--- config.mk ---
export PLATFORM = sky130hd
export DESIGN_NAME = ahb_arbiter_n
export DESIGN_NICKNAME = d
export VERILOG_FILES = /design/src/rtl/ahb_arb_pkg.sv /design/src/rtl/arb_rr_pick.sv /design/src/rtl/ahb_arbiter_n.sv
export SDC_FILE = /design/constraint.sdc
export NUM_CORES = 1
export LEC_CHECK = 0
export BUFFER_PORTS_ARGS = -buffer_cell sky130_fd_sc_hd__buf_4
export CORE_ASPECT_RATIO = 0.6
export CORE_UTILIZATION = 40
export CTS_CLUSTER_DIAMETER = 80
export CTS_CLUSTER_SIZE = 14
export DETAILED_ROUTE_END_ITERATION = 7
export GPL_TIMING_DRIVEN = 0
export PLACE_DENSITY_LB_ADDON = 0.05
export SYNTH_ARGS = -nofsm -noshare
export SYNTH_HDL_FRONTEND = slang
export SYNTH_HIERARCHICAL = 1
export SYNTH_SLANG_ARGS = --single-unit
export TNS_END_PERCENT = 50
--- constraint.sdc ---
create_clock -name clk -period 5.4 [get_ports clk]
set_input_delay 0.81 -clock clk [delete_from_list [all_inputs] [get_ports clk]]
set_output_delay 0.81 -clock clk [all_outputs]
set_load 0.02 [all_outputs]
--- src/rtl/ahb_arb_pkg.sv ---
// rtl/ahb_arb_pkg.sv - shared AHB arbiter encodings and constants
package ahb_arb_pkg;

    // Width of master index outputs (HMASTER, HMASTER_D); covers up to 16 masters.
    localparam int MIDX_W = 4;

    localparam logic [1:0] HTRANS_IDLE   = 2'b00;
    localparam logic [1:0] HTRANS_BUSY   = 2'b01;
    localparam logic [1:0] HTRANS_NONSEQ = 2'b10;
    localparam logic [1:0] HTRANS_SEQ    = 2'b11;

    typedef enum logic {
        ARB_FIXED = 1'b0,
        ARB_RR    = 1'b1
    } arb_mode_e;

endpackage

--- src/rtl/arb_rr_pick.sv ---
// rtl/arb_rr_pick.sv - combinational rotating priority picker
// Ports:
//   req   : request vector, N bits
//   start : index searched first; search proceeds upward and wraps
//   gnt   : one-hot winner (all zero when no request)
//   idx   : winner index
//   valid : at least one request present
import ahb_arb_pkg::*;

module arb_rr_pick #(
    parameter int N = 4
) (
    input  logic [N-1:0]      req,
    input  logic [MIDX_W-1:0] start,
    output logic [N-1:0]      gnt,
    output logic [MIDX_W-1:0] idx,
    output logic              valid
);

    always_comb begin
        gnt   = '0;
        idx   = '0;
        valid = 1'b0;
        // Offset k from start; the inner loop keeps every req index constant.
        for (int k = 0; k < N; k++) begin
            for (int i = 0; i < N; i++) begin
                if (!valid && req[i] && (((int'(start) + k) % N) == i)) begin
                    valid  = 1'b1;
                    gnt[i] = 1'b1;
                    idx    = MIDX_W'(i);
                end
            end
        end
    end

endmodule

--- src/rtl/ahb_arbiter_n.sv ---
// rtl/ahb_arbiter_n.sv - N-master AHB arbiter with lock, parking and tenure limit
// Ports:
//   clk, rst   : clock, synchronous active-high reset
//   HBUSREQ    : per-master bus request
//   HLOCK      : per-master locked-transfer request
//   HTRANS     : muxed HTRANS of the current address phase
//   HREADY     : muxed HREADY; all state advances only when high
//   HGRANT     : registered one-hot grant
//   HMASTER    : address-phase owner index
//   HMASTER_D  : data-phase owner index
//   HMASTLOCK  : current address phase is locked
import ahb_arb_pkg::*;

module ahb_arbiter_n #(
    parameter int NUM_MASTERS    = 4,
    parameter int RR_MODE        = 1,
    parameter int DEFAULT_MASTER = 0,
    parameter int MAX_HOLD       = 16
) (
    input  logic                   clk,
    input  logic                   rst,
    input  logic [NUM_MASTERS-1:0] HBUSREQ,
    input  logic [NUM_MASTERS-1:0] HLOCK,
    input  logic [1:0]             HTRANS,
    input  logic                   HREADY,
    output logic [NUM_MASTERS-1:0] HGRANT,
    output logic [MIDX_W-1:0]      HMASTER,
    output logic [MIDX_W-1:0]      HMASTER_D,
    output logic                   HMASTLOCK
);

    localparam arb_mode_e MODE = (RR_MODE != 0) ? ARB_RR : ARB_FIXED;
    localparam int CNT_W = (MAX_HOLD < 1) ? 1 : $clog2(MAX_HOLD + 1);
    localparam logic [CNT_W-1:0] CNT_MAX = CNT_W'(MAX_HOLD);
    localparam logic [MIDX_W-1:0] DEF_IDX = MIDX_W'(DEFAULT_MASTER);
    localparam logic [NUM_MASTERS-1:0] DEF_GNT = NUM_MASTERS'(1) << DEFAULT_MASTER;
    localparam logic [MIDX_W-1:0] LAST_IDX = MIDX_W'(NUM_MASTERS - 1);

    // rr_ptr always holds index(HGRANT); it is the round-robin reference point.
    logic [MIDX_W-1:0]      rr_ptr;
    logic [CNT_W-1:0]       hold_cnt;

    logic                   owner_req;
    logic                   owner_lock;
    logic                   xfer;
    logic                   expired;
    logic                   locked;
    logic                   handover;
    logic [MIDX_W-1:0]      pick_start;
    logic [NUM_MASTERS-1:0] pick_gnt;
    logic [MIDX_W-1:0]      pick_idx;
    logic                   pick_valid;

    always_comb begin
        owner_req  = |(HBUSREQ & HGRANT);
        owner_lock = |(HLOCK & HGRANT);
        xfer       = (HTRANS == HTRANS_NONSEQ) || (HTRANS == HTRANS_SEQ);
        // Expiry only counts once the granted master actually owns the address
        // phase; otherwise the stale count of the previous tenure would bounce
        // the grant again on the edge right after a handover.
        expired    = (MAX_HOLD != 0) && (hold_cnt == CNT_MAX) && (rr_ptr == HMASTER) &&
                     (HTRANS != HTRANS_SEQ) && (HTRANS != HTRANS_BUSY);
        // Lock outranks both a dropped request and tenure expiry.
        locked     = HMASTLOCK || (owner_lock && (HTRANS != HTRANS_IDLE));
        handover   = !locked && (!owner_req || (HTRANS == HTRANS_IDLE) || expired);
        pick_start = '0;
        if (MODE == ARB_RR) begin
            pick_start = (rr_ptr == LAST_IDX) ? '0 : rr_ptr + 1'b1;
        end
    end

    arb_rr_pick #(
        .N (NUM_MASTERS)
    ) u_pick (
        .req   (HBUSREQ),
        .start (pick_start),
        .gnt   (pick_gnt),
        .idx   (pick_idx),
        .valid (pick_valid)
    );

    always_ff @(posedge clk) begin
        if (rst) begin
            HGRANT    <= DEF_GNT;
            rr_ptr    <= DEF_IDX;
            HMASTER   <= DEF_IDX;
            HMASTER_D <= DEF_IDX;
            HMASTLOCK <= 1'b0;
            hold_cnt  <= '0;
        end else if (HREADY) begin
            if (handover) begin
                HGRANT <= pick_valid ? pick_gnt : DEF_GNT;
                rr_ptr <= pick_valid ? pick_idx : DEF_IDX;
            end
            HMASTER   <= rr_ptr;
            HMASTLOCK <= owner_lock;
            HMASTER_D <= HMASTER;
            if (rr_ptr != HMASTER) begin
                hold_cnt <= '0;
            end else if (xfer && (hold_cnt != CNT_MAX)) begin
                hold_cnt <= hold_cnt + 1'b1;
            end
        end
    end

endmodule

==> metrics.cfg <==
[cts]
cts_tree = done
clk_pin_slew_worst_paths_ns = 0.08
cts-hold-fix-buffers = 0
htreeDepth = 1
worstSkewPairLatency_ns = 0.26
clockRootBuffer = clkbuf_8
clk_path_buf_depth = 2
numCtsBuffers = 3
cts_num_sinks = 22
post_cts_buffers = 0
cts-resized-gates = 0

[yosys]
yosysWarnings = 6
synthCells = 142
avgSynthCellArea_um2 = 8.49
syn_area_um2 = 1210

[sta]
rsz0062_at_grt = false
worst_pin_slew_ns = 0.907
finalSetupViolCount = 0
timing.fmax_mhz = 473
relSlewSlack = 0.387
clock_skew_ns = 0.00200
hold_viol_final = 0
period_share = 0.392
setup_tns_ns = 0
slew_viol_final = 0
period_needed_ns = 2.12

[final_layout]
instances_no_fill = 213
ff_latch_area_um2 = 440
diodes = 0
areaGrowthSynthToFinish_pct = 24.2
final_common_cell = buf_4
fin_area_um2 = 1500
multi_input_area_um2 = 708
drive_above_1_share = 0.205
num-nets-final = 188
final_cell_mix = buf_4, dfxtp_1, nor2_1
fillers = 293

[setup_path]
cpMaxStageDelayCell = a221oi_1
startpoint_type = input port
critPathMaxStageDelay_ns = 0.45
required_ns = 5.56
path_cells = buf_4 > a22o_1 > a221oi_1 > o21ai_1 > nor4b_2 > o21bai_1
critical_path_class = input port to register
cp_max_fo = 8
cp-end-kind = register
arrival_ns = 2.27

[floorplanning]
die_w_um = 72.9
die_h_um = 44.5
start_util = 0.420
dieArea_um2 = 3250
io_pins = 26
core_um2 = 2870
fp-row-count = 15

[place]
globalplace.congestion = 0.852
placed_cell_area_um2 = 1440
port_buffers = 24
hpwlAfterDp_um = 2170
place_inst = 209

[outcome]
outcome = completed

[hold_path]
hp-class = register to register

[detailed_routing]
wl_per_cell_um = 13.0
drt-pass1-iter-count = 4
drc = 0
ant_nets = 0
wl_um = 2770
detailroute.via_count = 1132
drt_iter0_drc = 60
via_per_inst = 5.31

[power]
peakVddDrop_uv = 105
p_per_area_nw_per_um2 = 248
leakage_nw = 0.624

[global_route]
grt_pass1_wl_um = 4620
antenna_found_initial = 0
grt_overflow = 0
grt_use_total = 0.192
grt_max_degree = 13
grt_pass1_vias = 1053

[run]
drv_cap = 0

-- metal layers --
metal,GRT usage,routed length (um)
met1,0.251,1420
met2,0.310,1180
met3,0.0547,153
met4,0.0588,19
met5,0,0
-- report_power, final --
part	total (mW)	switching [mW]	internal, mW
Sequential	0.175	0.00623	0.168
Clock	0.117	0.0521	0.0650
Combinational	0.0794	0.0461	0.0333
-- metrics by stage --
stage | power (mW) | hold slack [ns] | util | worst slack, ns
final | 0.371 | 0.502 | 0.522 | 3.28
after global placement | 0.256 | 0.478 | 0.502 | 3.03
after detailed placement | 0.257 | 0.486 | 0.502 | 2.99
after CTS | 0.375 | 0.509 | 0.522 | 3.26
after global routing | 0.393 | 0.548 | 0.522 | 3.16
after floorplan | 0.230 | 0.484 | - | 3.43
-- layout make-up --
| class | instances | area share |
|---|---|---|
| Clock buffer | 4 | 0.0368 |
| Inverter | 7 | 0.0175 |
| Sequential cell | 22 | 0.294 |
| Buffer | 7 | 0.0234 |
| Multi-Input combinational cell | 107 | 0.473 |
| Timing Repair Buffer | 24 | 0.120 |
| Tap cell | 42 | 0.0351 |
-- state kept, by name (all words and copies together), names as in the netlist --
name / cells
rr_ptr: 4
HGRANT: 4
HMASTER_D: 4
hold_cnt: 5
HMASTLOCK: 1
HMASTER: 4
-- worst paths after layout --
path,start,endpoint,slack (ns),depth (start not counted)
setup reg to reg,rr_ptr[1]$_SDFFE_PP0P_,hold_cnt[2]$_SDFFE_PP0P_,3.42,5
setup / recovery,HLOCK[2],HGRANT[0]$_SDFFE_PP1P_,3.28,6
hold reg to reg,HMASTER_D[2]$_SDFFE_PP0P_,HMASTER_D[2]$_SDFFE_PP0P_,0.50,2
hold / removal,HMASTER_D[2]$_SDFFE_PP0P_,HMASTER_D[2]$_SDFFE_PP0P_,0.50,2
-- worst max-delay path, delay by kind of cell --
kind	cells	cell delay, ns
AO/OA/AOI/OAI	4	1.04
AND/OR/NAND/NOR	1	0.31
buffers and inverters	1	0.11
Note: power is estimated with default switching activity, not from simulation.
